--- src/rtl/nibble_serial_addsub_ctrl_pkg.sv ---
// Shared constants for the nibble-serial add/sub sequencer:
// FSM state encoding, slice width and ADD/SUB opcodes.
package nibble_serial_addsub_ctrl_pkg;

   localparam int NIB_W = 4;

   localparam logic OP_ADD = 1'b0;
   localparam logic OP_SUB = 1'b1;

   typedef enum logic [1:0] {
      S_IDLE = 2'b00,
      S_RUN  = 2'b01,
      S_DONE = 2'b10
   } state_t;

endpackage

--- src/rtl/nibble_addsub4.sv ---
// Combinational 4-bit ripple add/sub slice built from four full adders.
// Ports: a, b, sub (invert b), cin -> s, cout, c3 (carry into bit 3).
module nibble_addsub4
   import nibble_serial_addsub_ctrl_pkg::*;
(
   input  logic [NIB_W-1:0] a,
   input  logic [NIB_W-1:0] b,
   input  logic             sub,
   input  logic             cin,
   output logic [NIB_W-1:0] s,
   output logic             cout,
   output logic             c3
);

   logic [NIB_W-1:0] bx;
   logic [NIB_W:0]   c;

   assign bx   = b ^ {NIB_W{sub}};
   assign c[0] = cin;

   for (genvar i = 0; i < NIB_W; i++) begin : g_fa
      assign s[i]   = a[i] ^ bx[i] ^ c[i];
      assign c[i+1] = (a[i] & bx[i]) | (c[i] & (a[i] ^ bx[i]));
   end

   assign cout = c[NIB_W];
   assign c3   = c[NIB_W-1];

endmodule

--- src/rtl/nibble_serial_addsub_ctrl.sv ---
// Wide add/sub sequencer reusing one 4-bit slice, one nibble per clock.
// Ports: clk, rst_n, start, sub, op_a, op_b -> busy, done, result, cout
// (+ ovf when NIBBLE_SERIAL_ADDSUB_OVF_EN is defined).
module nibble_serial_addsub_ctrl
   import nibble_serial_addsub_ctrl_pkg::*;
#(
   parameter int NIBBLES = 4,
   localparam int W = NIB_W * NIBBLES
) (
   input  logic         clk,
   input  logic         rst_n,
   input  logic         start,
   input  logic         sub,
   input  logic [W-1:0] op_a,
   input  logic [W-1:0] op_b,
   output logic         busy,
   output logic         done,
   output logic [W-1:0] result,
   output logic         cout
`ifdef NIBBLE_SERIAL_ADDSUB_OVF_EN
   ,
   output logic         ovf
`endif
);

   localparam int IDXW = $clog2(NIBBLES);
   localparam logic [IDXW-1:0] LAST = IDXW'(NIBBLES - 1);

   state_t state, state_nx;

   logic [W-1:0]     a_q, b_q;
   logic             sub_q;
   logic             carry_q;
   logic [IDXW-1:0]  idx;
   logic [NIB_W-1:0] sl_s;
   logic             sl_co;
   logic             last;

`ifdef NIBBLE_SERIAL_ADDSUB_OVF_EN
   logic sl_c3;
`else
   logic sl_c3_unused;
`endif

   nibble_addsub4 u_slice (
      .a    (a_q[idx*NIB_W +: NIB_W]),
      .b    (b_q[idx*NIB_W +: NIB_W]),
      .sub  (sub_q),
      .cin  (carry_q),
      .s    (sl_s),
      .cout (sl_co),
`ifdef NIBBLE_SERIAL_ADDSUB_OVF_EN
      .c3   (sl_c3)
`else
      .c3   (sl_c3_unused)
`endif
   );

   assign last = (idx == LAST);

   always_ff @(posedge clk or negedge rst_n) begin
      if (!rst_n) state <= S_IDLE;
      else        state <= state_nx;
   end

   always_comb begin
      state_nx = state;
      busy     = 1'b0;
      done     = 1'b0;
      unique case (state)
         S_IDLE: if (start) state_nx = S_RUN;
         S_RUN: begin
            busy = 1'b1;
            if (last) state_nx = S_DONE;
         end
         S_DONE: begin
            busy     = 1'b1;
            done     = 1'b1;
            state_nx = S_IDLE;
         end
         default: state_nx = S_IDLE;
      endcase
   end

   always_ff @(posedge clk or negedge rst_n) begin
      if (!rst_n) begin
         a_q     <= '0;
         b_q     <= '0;
         sub_q   <= OP_ADD;
         carry_q <= 1'b0;
         idx     <= '0;
         result  <= '0;
         cout    <= 1'b0;
`ifdef NIBBLE_SERIAL_ADDSUB_OVF_EN
         ovf     <= 1'b0;
`endif
      end else begin
         if (state == S_IDLE && start) begin
            a_q     <= op_a;
            b_q     <= op_b;
            sub_q   <= sub;
            // carry-in of 1 completes the two's complement of B
            carry_q <= (sub == OP_SUB);
            idx     <= '0;
         end
         if (state == S_RUN) begin
            result[idx*NIB_W +: NIB_W] <= sl_s;
            carry_q <= sl_co;
            if (last) begin
               cout <= sl_co;
`ifdef NIBBLE_SERIAL_ADDSUB_OVF_EN
               ovf  <= sl_co ^ sl_c3;
`endif
            end else begin
               idx <= idx + IDXW'(1);
            end
         end
      end
   end

endmodule

--- config.mk ---
export PLATFORM = sky130hd
export DESIGN_NAME = nibble_serial_addsub_ctrl
export DESIGN_NICKNAME = d
export VERILOG_FILES = /design/src/rtl/nibble_serial_addsub_ctrl_pkg.sv /design/src/rtl/nibble_addsub4.sv /design/src/rtl/nibble_serial_addsub_ctrl.sv
export SDC_FILE = /design/constraint.sdc
export NUM_CORES = 1
export LEC_CHECK = 0
export CORE_UTILIZATION = 52
export CTS_BUF_LIST = sky130_fd_sc_hd__clkbuf_8
export DETAILED_ROUTE_END_ITERATION = 12
export PLACE_DENSITY = 0.81
export SETUP_SLACK_MARGIN = 0.4
export SYNTH_ARGS = -nofsm -noshare
export SYNTH_HDL_FRONTEND = slang
export SYNTH_SLANG_ARGS = --single-unit
export TNS_END_PERCENT = 50
--- constraint.sdc ---
create_clock -name clk -period 3.95 [get_ports clk]
set_clock_uncertainty 0.15 [all_clocks]
set_input_delay 0.79 -clock clk [delete_from_list [all_inputs] [get_ports clk]]
set_output_delay 0.79 -clock clk [all_outputs]
set_load 0.02 [all_outputs]
* Word level (Yosys, flattened, before mapping)
Index checks and enable logic that the tools add are counted.
Storage, ports and cells: word-level logic and storage cells 57, input bits 36, output and inout port bits 19, register bits 55
Operators by class: $add $sub $neg 2, bitwise logic cells 21, shift-type cells 4, multiplexer cells 11, eq/ne operators 5, reductions and logical operators 6
Operators with widths (count):
- negation 4 -> 34 bit | 1
- variable shift 4 x 34 -> 16 bit (first input constant) | 1
- indexed part select 4 x 34 -> 16 bit | 1
- indexed part select 16 x 5 -> 4 bit | 2
- bitwise mux 16 bit | 1
- 2-to-1 mux 2 bit | 5
- AND 1 bit | 8
- bitwise XOR 1 bit | 8
- equality test 2 bit (second input constant) | 2
- 2-to-1 mux 1 bit | 4
- inequality test 2 bit (second input constant) | 2
- bitwise OR 1 bit | 4
- one-hot mux 2 bit (2 select lines) | 1
- AND reduction 2 bit | 2
- bitwise XOR 4 bit | 1
- adder 2 x 1 -> 2 bit (second input constant) | 1
- equality test 2 x 1 -> 1 bit (second input constant) | 1
- zero test 2 bit | 1
- nonzero test 2 bit | 1
- OR reduction 2 bit | 1
- logical AND 1 bit | 1

* Logic depth before layout (Yosys ltp)
Gate-level depths: netlist of the first run.
word-level depth 12, depth in mapped cells 9

* Modules after synthesis
A second synthesis of the first run with hierarchy kept.
Second synthesis, totals: cell total of the unflattened synthesis 182, area total of the unflattened synthesis 2577.5 µm²
By module, submodules not included:
- nibble_serial_addsub_ctrl | instances 1, cells each 166, area each 2432.3 µm²
- nibble_addsub4 | instances 1, cells each 16, area each 145.1 µm²

* Least setup slack after synthesis of the first run
OpenSTA, ideal clock, no wires.
kind flip-flop to flip-flop, start point register idx[0], end point register result[3], cell stages (with the launch flop) 10, setup slack 0.849 ns, arrival time 2.855 ns, period minus slack after synthesis 3.101 ns, buffers on the path 1, library setup time 0.096 ns, cell sequence dfrtp_1 -> buf_6 -> mux4_2 -> xor2_1 -> fa_1 -> inv_1 -> fa_1 -> fa_1 -> fa_1 -> o31ai_1
On the way: longest elaborated chain between the ends 12, elaborated cells between the ends (all ways) 24, classes of those cells add/sub: 1; shift: 4; mux: 1; bitwise: 18
RTL lines:
- from (decl) | line nibble_serial_addsub_ctrl.sv:34 | logic [IDXW-1:0] idx;
- from (signal assigned) | line nibble_serial_addsub_ctrl.sv:115 | idx <= idx + IDXW'(1);
- indexed part select 16 x 5 -> 4 bit | line nibble_serial_addsub_ctrl.sv:47 | .b (b_q[idx*NIB_W +: NIB_W]),
- bitwise XOR 4 bit | line nibble_addsub4.sv:18 | assign bx = b ^ {NIB_W{sub}};
- bitwise XOR 1 bit | line nibble_addsub4.sv:22, nibble_addsub4.sv:23
- AND 1 bit | line nibble_addsub4.sv:23 | assign c[i+1] = (a[i] & bx[i]) | (c[i] & (a[i] ^ bx[i]));
- bitwise OR 1 bit | line nibble_addsub4.sv:23
- AND 1 bit | line nibble_addsub4.sv:23
- bitwise OR 1 bit | line nibble_addsub4.sv:23
- AND 1 bit | line nibble_addsub4.sv:23
- bitwise OR 1 bit | line nibble_addsub4.sv:23
- bitwise XOR 1 bit | line nibble_addsub4.sv:22 | assign s[i] = a[i] ^ bx[i] ^ c[i];
- indexed part select 4 x 34 -> 16 bit | line nibble_serial_addsub_ctrl.sv:107 | result[idx*NIB_W +: NIB_W] <= sl_s;
- bitwise mux 16 bit (*) | line nibble_serial_addsub_ctrl.sv:107
- to (signal, indexed assignment) | line nibble_serial_addsub_ctrl.sv:107
- to (decl) | line nibble_serial_addsub_ctrl.sv:18 | output logic [W-1:0] result,
Mark *: on every way between the ends. The rest lies on a longest branch, timed or not. A chain may end at the register's enable or synchronous reset.

* Final worst setup path of the first run
Same ends and word-level chain as after synthesis.

==> results.py, run 1 <==
metrics = {
    "status": {
        "status": "complete, no violations",
    },
    "cts": {
        "htree_levels": 2,
        "clkTransAtPathRegs_ns": 0.09,
        "clock_latency_ns": 0.30,
        "cts_resized": 0,
        "cts_max_path_buffers": 2,
        "clock-sinks": 55,
        "cts_tree": "built",
        "postCtsSetupRepairBufs": 0,
        "cts_buffers": 5,
        "ctsHoldBuffers": 0,
        "root_buffer": "clkbuf_8",
    },
    "logic_synthesis": {
        "ys_types": 27,
        "synth_ff_type": "dfrtp_1",
        "synth_edf_count": 0,
        "synth_compound_area_share_pct": 5.02,
        "synth-simple-area-share_pct": 6.87,
        "synthesis.nets": 242,
        "synthCells": 192,
        "synthArstFlopShare_pct": 100,
        "yosysWarnings": 0,
        "syn_area_per_cell_um2": 13.4,
        "synth_area_mm2": 0.00257,
        "synth-seq-cells": 55,
        "synth_top_family_by_area": "multiplexers",
        "synth-seq-area-share_pct": 53.6,
        "synth-xor-area-share_pct": 1.36,
        "yosys.area_share.adder_pct": 7.99,
        "synth.area.mux_share_pct": 21.5,
    },
    "setup_path": {
        "cp.arrival_ns": 3.20,
        "cp_max_fo": 16,
        "startpoint_type": "flop",
        "slowest_delay_ns": 0.54,
        "crit_top_cell": "fa_1",
        "path_class": "reg2reg",
        "reg2reg_depth": 7,
        "end_kind": "flop",
        "crit_chain": "buf_4, mux4_2, xnor2_1, fa_1, fa_1, fa_1, o31ai_1",
        "slowest_stage": "mux4_2",
        "cp_num_cells": 7,
        "required_ns": 4.02,
        "critPathTopFamily": "adder cells",
        "cp.buffers_inverters": 1,
    },
    "cells_and_area": {
        "diodes": 0,
        "fin_nets": 298,
        "drive_gt1_share_pct": 21.7,
        "syn2layout_area_growth_pct": 27.2,
    },
    "global_routing": {
        "grt_pass1_vias": 1614,
        "antenna_found_initial": 0,
        "grt-ovfl-total": 0,
        "grt_usage_pct": 19.8,
        "grt_pass1_wl_um": 7760,
        "grt_max_degree": 37,
    },
    "sta": {
        "rsz0062_at_grt": "false",
        "fin_crit_ns": 3.14,
        "clock.fmax_ghz": 0.319,
        "maxSlewViolCount": 0,
        "worst_slew_pin_slew_ns": 0.805,
        "setup_viol": 0,
        "fin_hold_ws_ns": 0.334,
        "post-route-period-util_pct": 79.4,
        "slew_headroom_pct": 46.1,
        "fin_setup_tns_ns": 0,
        "hold_viol_final": 0,
    },
    "pwr": {
        "switching_share_pct": 37.8,
        "clockPowerShare_pct": 13.6,
        "p_int_w": 0.00174,
        "vdd_drop_max_mv": 0.444,
        "pwr-share-seq_pct": 34.5,
        "switching_power_w": 0.00106,
        "comb_power_share_pct": 51.9,
        "powerDensity_mw_per_mm2": 855,
        "power_w": 0.00279,
        "p_leak_nw": 1.41,
    },
    "floorplanning": {
        "ioPinCount": 55,
        "dieArea_mm2": 0.00522,
        "die_w_um": 72.3,
        "rows": 25,
        "coreArea_mm2": 0.00472,
        "die_h_um": 72.3,
        "start_util_pct": 54.4,
    },
    "hold_path": {
        "hold_path.class": "reg2reg",
        "hold_depth": 2,
    },
    "placement": {
        "hpwl_um": 3530,
        "gp_congestion": 0.761,
        "port_buffers": 54,
    },
    "detailed_routing": {
        "drt_iter0_drc": 78,
        "drt_pass1_iterations": 4,
        "vias": 1604,
        "routedWlPerCell_um": 14.8,
        "antenna_left": 0,
        "wl_um": 4690,
        "avgViaCountPerCell": 5.08,
        "drc": 0,
    },
    "flow_run": {
        "maxCapViolCount": 0,
    },
}
==> sequential cells by signal (all words and copies together) (netlist names) <==
name / count
cout: 1
b_q: 16
carry_q: 1
sub_q: 1
idx: 2
state: 2
result: 16
a_q: 16
==> cell usage after synthesis (all sizes together), types with 2 or more instances <==
master,n,area share [%]
xnor2,3,1.0
mux2,33,14
fa,4,3.1
o31ai,4,1.2
inv,9,1.3
nand4,2,0.49
o21ai,14,2.7
nor2,2,0.29
nand2,26,3.9
mux4,8,7.0
dfrtp,55,54
ha,10,4.9
nor2b,4,0.97
nand3,2,0.39
buf,8,2.3
==> cells in the final DEF (no fill, tap or decap), types with 6 or more instances in the layout <==
master and n:
dfrtp_1 55, ha_1 10, clkdlybuf4s50_1 53, o21ai_0 14
mux4_2 8, mux2_2 33, inv_1 9, clkbuf_8 6
nand2_1 25
==> worst paths after layout <==
kind,end,start,slack [ns]
worst max-delay path,result[3]$_DFFE_PN0P_,idx[0]$_DFF_PN0_,0.81
worst min-delay path,result[4]$_DFFE_PN0P_,result[4]$_DFFE_PN0P_,0.33
worst max register to register,result[3]$_DFFE_PN0P_,idx[0]$_DFF_PN0_,0.81
worst min register to register,result[4]$_DFFE_PN0P_,result[4]$_DFFE_PN0P_,0.33
max in group asynchronous,idx[1]$_DFF_PN0_,rst_n,2.48
min in group asynchronous,result[2]$_DFFE_PN0P_,rst_n,0.40
==> power groups by stage <==
stage	Sequential, W	Clock (W)	Combinational [W]
after floorplan	0.000973	0	0.00104
after global placement	0.000960	0	0.00142
after detailed placement	0.000974	0	0.00147
after CTS	0.000963	0.000386	0.00148
after global routing	0.000991	0.000411	0.00162
final	0.000963	0.000380	0.00145
==> final cells by class <==
class | instances | area (um^2)
Fill cell | 353 | 1460
Sequential cell | 55 | 1380
Multi-Input combinational cell | 120 | 1100
Timing Repair Buffer | 57 | 558
Tap cell | 67 | 83.8
Clock buffer | 6 | 82.6
Clock inverter | 2 | 35.0
Inverter | 9 | 33.8
==> cell families (layout without fill, tap and decap cells) <==
family	Yosys count	after routing
simple gates	39	39
fa+ha+maj	14	14
buf+inv	17	74
compound gates	22	22
xor+xnor	4	4
mux	41	41
flops	55	55
==> metrics by stage <==
step	std cells	setup WS, ns	util, %	instance area [um^2]
final	316	0.812	69.2	3270
after global routing	316	0.658	69.2	3270
after CTS	316	0.765	69.2	3270
after detailed placement	308	0.793	66.7	3150
after global placement	308	0.883	66.7	3150
after floorplan	192	0.849	-	2570
==> layer usage <==
metal | wire length [um] | track usage (%) | share of wire, % | vias up
li1 | - | - | - | 772
met3 | 169 | 4.31 | 3.6 | 6
met1 | 2040 | 26.6 | 43 | 782
met4 | 57 | 5.23 | 1.2 | 0
met5 | 0 | 0 | 0 | -
met2 | 2430 | 32.7 | 52 | 44
==> tightest hold or removal path: stages, from the launching register on <==
cell and delay [ns]:
dfrtp_1 0.35, nand2_1 0.04, o21ai_0 0.06
(Power assumes the default switching activity.)
==> inputs of run 2 (changes only) <==
==> constraint.sdc (replaced) <==
create_clock -name clk -period 3.2 [get_ports clk]
set_clock_uncertainty 0.15 [all_clocks]
set_input_delay 0.64 -clock clk [delete_from_list [all_inputs] [get_ports clk]]
set_output_delay 0.64 -clock clk [all_outputs]
set_load 0.02 [all_outputs]
==> run 2 against run 1 <==
- via count increased by 2.3%
- combinational power increased by 31%
- final area increased by 1.0%
- register-to-register slack got worse by 0.53 ns
- clock power increased by 28%
- maximum frequency increased by 7.7%
- first-iteration DRC count decreased by 17%
- total power increased by 28%
- worst hold slack got worse by 0.27 ns
- sequential share of layout area decreased by 0.42 points
- global-route usage increased by 0.078 points
- highest routed layer unchanged
==> results.py, run 2 (synthesis results as in run 1) <==
metrics = {
    "floorplanning": {
        "ioPinCount": 55,
        "die_h_um": 72.3,
        "coreArea_mm2": 0.00472,
        "rows": 25,
        "start_util_pct": 54.4,
        "die_w_um": 72.3,
        "dieArea_mm2": 0.00522,
    },
    "sta": {
        "maxSlewViolCount": 0,
        "slew_headroom_pct": 46.4,
        "setup_viol": 0,
        "fin_setup_tns_ns": 0,
        "rsz0062_at_grt": "true",
        "post-route-period-util_pct": 91.1,
        "clock.fmax_ghz": 0.343,
        "fin_crit_ns": 2.91,
        "hold_viol_final": 0,
        "worst_slew_pin_slew_ns": 0.801,
    },
    "cells_and_area": {
        "final_common_cell": "dfrtp_1",
        "regArea_mm2": 0.00138,
        "fin_area_mm2": 0.00330,
        "diodes": 0,
        "fin_nets": 299,
        "fillers": 341,
        "top_regs": "a_q (16), b_q (16), result (16)",
        "multi_input_area_mm2": 0.00111,
        "syn2layout_area_growth_pct": 28.5,
        "drive_gt1_share_pct": 24.0,
        "most-common-layout-cells": "dfrtp_1 (55), clkdlybuf4s50_1 (53), mux2_2 (33)",
        "final_util_pct": 69.9,
    },
    "global_routing": {
        "grt-ovfl-total": 0,
        "grt_max_degree": 40,
        "antenna_found_initial": 0,
        "grt_pass1_wl_um": 7620,
        "grt_usage_pct": 19.8,
        "grt_pass1_vias": 1636,
    },
    "cts": {
        "clock-sinks": 55,
        "postCtsSetupRepairBufs": 0,
        "htree_levels": 2,
        "clkTransAtPathRegs_ns": 0.10,
        "cts_buffers": 5,
        "cts_max_path_buffers": 2,
        "cts_tree": "built",
        "root_buffer": "clkbuf_8",
        "clock_latency_ns": 0.32,
        "ctsHoldBuffers": 0,
    },
    "placement": {
        "hpwl_um": 3340,
        "postPlaceCellArea_mm2": 0.00316,
        "gp_congestion": 0.752,
        "port_buffers": 54,
    },
    "setup_path": {
        "cp_max_fo": 4,
        "required_ns": 3.26,
        "startpoint_type": "flop",
        "cp.arrival_ns": 2.97,
        "end_kind": "flop",
        "path_class": "reg2reg",
    },
    "detailed_routing": {
        "wl_um": 4540,
        "drt_pass1_iterations": 4,
        "drc": 0,
        "avgViaCountPerCell": 5.18,
        "antenna_left": 0,
        "routedWlPerCell_um": 14.3,
        "vias": 1641,
        "drt_iter0_drc": 65,
    },
    "pwr": {
        "p_leak_nw": 1.41,
        "powerDensity_mw_per_mm2": 1080,
        "vdd_drop_max_mv": 0.654,
    },
    "status": {
        "status": "complete, no violations",
    },
    "hold_path": {
        "hold_path.class": "in2async",
    },
    "flow_run": {
        "maxCapViolCount": 0,
    },
}
-- run 2: critical path: stages, from the launching register on --
cell,delay [ns]
dfrtp_1,0.39
mux4_2,0.54
xor2_2,0.15
fa_2,0.20
inv_1,0.05
fa_2,0.33
fa_2,0.34
fa_2,0.57
o21ai_0,0.09
-- run 2: per-layer routing --
metal / wire length (um) / vias up / share of wire (%) / track usage (%)
li1: - / 778 / - / -
met1: 2050 / 819 / 45 / 26.1
met2: 2260 / 39 / 50 / 32.2
met3: 165 / 5 / 3.6 / 5.42
met4: 68 / 0 / 1.5 / 6.54
met5: 0 / - / 0 / 0
-- run 2: path summary, 6_finish.rpt --
check | cells past startpoint | end | startpoint | slack, ns
max | 8 | result[7]$_DFFE_PN0P_ | idx[0]$_DFF_PN0_ | 0.29
min | 1 | result[1]$_DFFE_PN0P_ | rst_n | 0.07
max reg2reg | 8 | result[7]$_DFFE_PN0P_ | idx[0]$_DFF_PN0_ | 0.29
min reg2reg | 2 | result[6]$_DFFE_PN0P_ | result[6]$_DFFE_PN0P_ | 0.34
max in group asynchronous | 2 | a_q[5]$_DFFE_PN0P_ | rst_n | 2.02
min in group clk | 2 | result[6]$_DFFE_PN0P_ | result[6]$_DFFE_PN0P_ | 0.34
-- run 2: area by class of cell --
cell class | instances | area share [%]
Sequential cell | 55 | 41.7
Multi-Input combinational cell | 120 | 33.8
Timing Repair Buffer | 58 | 17.3
Tap cell | 67 | 2.54
Clock buffer | 6 | 2.50
Clock inverter | 2 | 1.18
Inverter | 9 | 1.02
-- run 2: what timing repair did --
item	4_1_cts	5_1_grt
setup endpoints to repair	6	7
pin swaps	1	0
gates resized for setup	0	5
endpoints found under the hold margin	0	0
-- run 2: stage by stage --
step,worst slack (ns),power (W),instances,hold WS (ns)
3_5_place_dp,0.229,0.00307,309,0.317
5_1_grt,0.197,0.00383,317,0.0847
3_3_place_gp,0.261,0.00300,309,0.311
2_1_floorplan,0.141,0.00252,192,0.194
4_1_cts,0.255,0.00356,317,0.0774
6_report,0.285,0.00357,317,0.0691
-- run 2: power breakdown --
part           switching, W  leakage, nW  internal, W
combinational      0.000948        0.668     0.000955
sequential         0.000179        0.682      0.00100
clock              0.000227       0.0618     0.000257
total               0.00135         1.41      0.00221
==> edit 1: new RTL, config.mk and constraints of run 1 <==
Re-encode `state_t` (3 states) as one-hot, 3 bits wide.
--- a/src/rtl/nibble_serial_addsub_ctrl_pkg.sv
+++ b/src/rtl/nibble_serial_addsub_ctrl_pkg.sv
@@ -9,6 +9,6 @@
 
-   typedef enum logic [1:0] {
-      S_IDLE = 2'b00,
-      S_RUN  = 2'b01,
-      S_DONE = 2'b10
+   typedef enum logic [2:0] {
+      S_IDLE = 3'b001,
+      S_RUN  = 3'b010,
+      S_DONE = 3'b100
    } state_t;
Function: same outputs for any inputs over 10 cycles, from zero or initial values and one cycle with rst_n low; not proved beyond that.
==> edit 1 against run 1 <==
- count of clock-buffer cells in the layout grew 1
- worst setup slack lost 0.22 ns
- sequential cell count grew 1
- non-clock buffer count is the same
- cell count shrank 0.32%
- design area grew 1.1%
- synthesized area grew 2.9%
- wire length shrank 2.5%
- total power shrank 8.2%
==> edit 1: results (changes against run 1) <==
- Outcome: finished, final reports clean
- Largest net degree at the start of global routing: 39 (+5.4%)
- Max_slew headroom: 44.8% (-1.4 points)
- Compound-cell area share of the yosys netlist: 4.97% (-0.048 points)
- XOR/XNOR share of the synthesized area: 1.33% (-0.039 points)
- Number of vias per cell: 5.34 (+5.2%)
- Nets: 294 (-1.3%)
- Gates resized, CTS repair: 0 (unchanged)
- Fillers: 383 (+8.5%)
- Post-DP Area: 3210 sq um (+1.8%)
- Top cells by area, synth: dfrtp_1, mux2_2, mux4_2
- First-pass GRT wire length: 7820 um (+0.80%)
- Pleak: 1.35 nW (-4.3%)
- Critical Path Max Stage Delay: 0.59 ns (+0.05 ns)
- Adder-cell area share of the yosys netlist: 5.87% (-2.1 points)
- Top cells by count, synth: dfrtp_1, mux2_2, nand2_1
- Biggest regs: a_q: 16 flops, b_q: 16 flops, result: 16 flops
- Mapped Cells: 196 (+2.1%)
- DRT iter0 DRCs: 101 (+29%)
- Aggregate global-route resource usage: 19.8% (+0.092 points)
- Share of layout cells above drive strength 1: 21.8% (+0.087 points)
- Peak VDD IR: 0.395 mV (-11%)
- Library cells used by synthesis: 30 (+11%)
- Arrival @ worst endpoint: 3.41 ns (+0.21 ns)
- Reg-to-reg startpoint: idx[0]
- Slowest CP cell: dfrtp_1
- Mux cell area share after synthesis: 21.3% (-0.23 points)
- Syn Nets: 242 (unchanged)
- Hpwl dp: 3460 um (-2.0%)
- Max Fanout on Critical Path: 10 (-6)
- Wire length per cell: 14.5 um (-2.2%)
[edit 1: cell types whose count changed after synthesis, sizes merged, moves of 2 or more]
| cell | run 1 | this run |
|---|---|---|
| ha | 10 | 6 |
| o31ai | 4 | 8 |
| nand4bb | 0 | 4 |
| o21ai | 14 | 9 |
| inv | 9 | 7 |
| nand2 | 26 | 24 |
| nor2b | 4 | 0 |
| clkbuf | 0 | 5 |
| nand4 | 2 | 0 |
| or3 | 0 | 4 |
| nor3b | 0 | 5 |
[edit 1: logic make-up after synthesis]
group,count (synthesis)
buf+inv,19
fa+ha+maj,10
flops,56
compound gates,20
simple gates,45
mux,42
xor+xnor,4
[edit 1: power breakdown]
part / internal (mW) / leakage, nW / switching (mW)
logic: 0.653 / 0.599 / 0.601
clock network: 0.156 / 0.0503 / 0.174
registers: 0.810 / 0.697 / 0.169
total: 1.62 / 1.35 / 0.943
[edit 1: worst register-to-register path, cell delays in order, from the launching register on]
cell and delay [ns]:
dfrtp_1 0.59, mux4_2 0.57, xor2_1 0.17, fa_1 0.39
fa_1 0.36, inv_1 0.08, fa_1 0.18, fa_1 0.47
o31ai_1 0.30
[edit 1: cell type report]
class	instances	area share, %
multi-input combinational	121	34.4
inverter	7	0.795
sequential	56	42.5
clock buffer	7	2.92
tap	67	2.54
timing repair buffer	57	16.9
[edit 1: per-layer routing]
layer / vias up / global-route usage [%] / wire [um]
met4: 0 / 10.7 / 60
met5: - / 0 / 0
met1: 818 / 25.6 / 1980
met3: 5 / 3.43 / 228
met2: 67 / 32.2 / 2310
li1: 792 / - / -
[edit 1: worst paths after layout]
check / to / slack, ns / depth (start not counted)
max: result[15] / 0.59 / 8
min: result[13] / 0.33 / 2
max reg2reg: result[15] / 0.59 / 8
min reg2reg: result[13] / 0.33 / 2
max in group asynchronous: state[0] / 2.41 / 2
min in group asynchronous: result[1] / 0.42 / 1
[edit 1: per-stage QoR]
step,worst slack (ns),power [mW]
after floorplan,0.700,1.90
after global placement,0.743,2.23
after detailed placement,0.607,2.27
after CTS,0.572,2.59
after global routing,0.465,2.76
final,0.593,2.56
==> edit 2: new RTL, settings of run 1 <==
Without the edit above. Set the parameter `NIBBLES` to 8 (it was 4).
--- a/src/rtl/nibble_serial_addsub_ctrl.sv
+++ b/src/rtl/nibble_serial_addsub_ctrl.sv
@@ -6,3 +6,3 @@
 #(
-   parameter int NIBBLES = 4,
+   parameter int NIBBLES = 8,
    localparam int W = NIB_W * NIBBLES
Interface: changed (resized op_a, op_b and result); port bits go from 55 to 103. No check against the original RTL was run, so the function may have changed too.
==> edit 2 against run 1 <==
- the run now ends with DRC left
- critical path depth increased by 4
- count of clock-buffer cells in the layout increased by 3
- non-clock buffer count increased by 56
- sequential cell count increased by 49
- highest routed layer unchanged
- total power increased by 88%
- wire length increased by 110%
- worst setup slack got worse by 0.32 ns
- synthesized cell count increased by 77%
- synthesized area increased by 86%
- first-iteration DRC count increased by 88%
- design area increased by 88%
==> edit 2: results (changes against run 1) <==
- Met2 Wirelength: 5090 um (+110%)
- Top cells by count, synth: dfrtp_1, mux2_2, nand2_1
- TritonCTS Buffers: 9 (+4)
- Post-Route WL: 9850 um (+110%)
- Number of global-route vias before repair: 3346 (+110%)
- Metal3 WL: 405 um (+140%)
- M1 GR Usage: 28.8% (+2.2 points)
- Failing checks: DRC
- Worst Setup EP: result[7]
- Syn Nets: 423 (+75%)
- Arrival @ worst endpoint: 3.61 ns (+0.41 ns)
- DRT iter0 DRCs: 147 (+88%)
- Peak VDD IR: 0.406 mV (-8.5%)
- Pleak: 2.73 nW (+94%)
- Adder-cell area share of the yosys netlist: 4.55% (-3.4 points)
- Largest net degree at the start of global routing: 60 (+62%)
- Post-DP Area: 5910 sq um (+88%)
- Gates resized, CTS repair: 1 (+1)
- Tmin final: 3.45 ns (+0.315 ns)
- GP Congestion: 0.822 (+8.1%)
- Critical Path Max Stage Delay: 0.51 ns (-0.03 ns)
- Max_slew headroom: 47.9% (+1.8 points)
- Worst min path class: in -> async
- Worst-skew pair later-pin latency: 0.36 ns (+0.06 ns)
- Global routing usage on met2: 38.9% (+6.2 points)
- Hold slack: 0.324 ns (-0.0107 ns)
- First-pass GRT wire length: 16600 um (+110%)
- Compound-cell area share of the yosys netlist: 2.33% (-2.7 points)
- Htree depth: 3 (+1)
- Top cells by area, synth: dfrtp_1, mux2_2, mux2i_1
- DRC Markers: 8 (+8)
- Mux cell area share after synthesis: 30.1% (+8.6 points)
- First-pass DRT Iterations: 9 (+5)
- Avg Cell Area, Syn: 14.1 sq um (+5.2%)
- Number of vias per cell: 5.49 (+8.2%)
- Hpwl dp: 7320 um (+110%)
- Reg2reg setup slack: 0.50 ns (-0.32 ns)
- Worst Reg2Reg Path Length in Cells: 11 (+4)
- Max Fanout on Critical Path: 5 (-11)
- XOR/XNOR share of the synthesized area: 0.732% (-0.63 points)
- Post-Layout Cell Count: 562 (+78%)
- Outcome: finished with violations
- PortBufs: 102 (+89%)
- Aggregate global-route resource usage: 22.3% (+2.6 points)
- Biggest regs: a_q: 32 flops, b_q: 32 flops, result: 32 flops
- WL met1: 4260 um (+110%)
==> edit 2: changes by cell type after synthesis, sizes merged, moves of 2 or more <==
cell           run 1  this run
nor2               2        14
nand3              2         7
mux2i              0        18
dfrtp             55       104
o21ai             14        10
a22o               0         2
o31ai              4         0
buf                8        13
mux4               8        11
nor3               0         4
clkbuf             0         2
mux2              33        89
==> edit 2: worst reg2reg max path: cells and delay by family (launching register included) <==
kind	cells	cell delay, ns
multiplexers	3	0.79
adder cells (fa/ha/maj)	4	1.48
XOR/XNOR	1	0.15
flip-flops	1	0.42
buffers and inverters	2	0.24
AND/OR/NAND/NOR	1	0.17
==> edit 2: area by class of cell <==
class,count,share of cell area (%)
clock buffers,9,2.02
well taps,108,2.20
clock inverters,7,0.916
inverters,9,0.591
repair buffers,113,18.1
multi-input cells,212,33.8
flip-flops and latches,104,42.4
==> edit 2: where the power goes <==
part	switching [mW]	total (mW)	internal [mW]
logic	1.40	2.77	1.37
clock network	0.337	0.620	0.283
registers	0.299	1.85	1.55
total	2.04	5.24	3.20
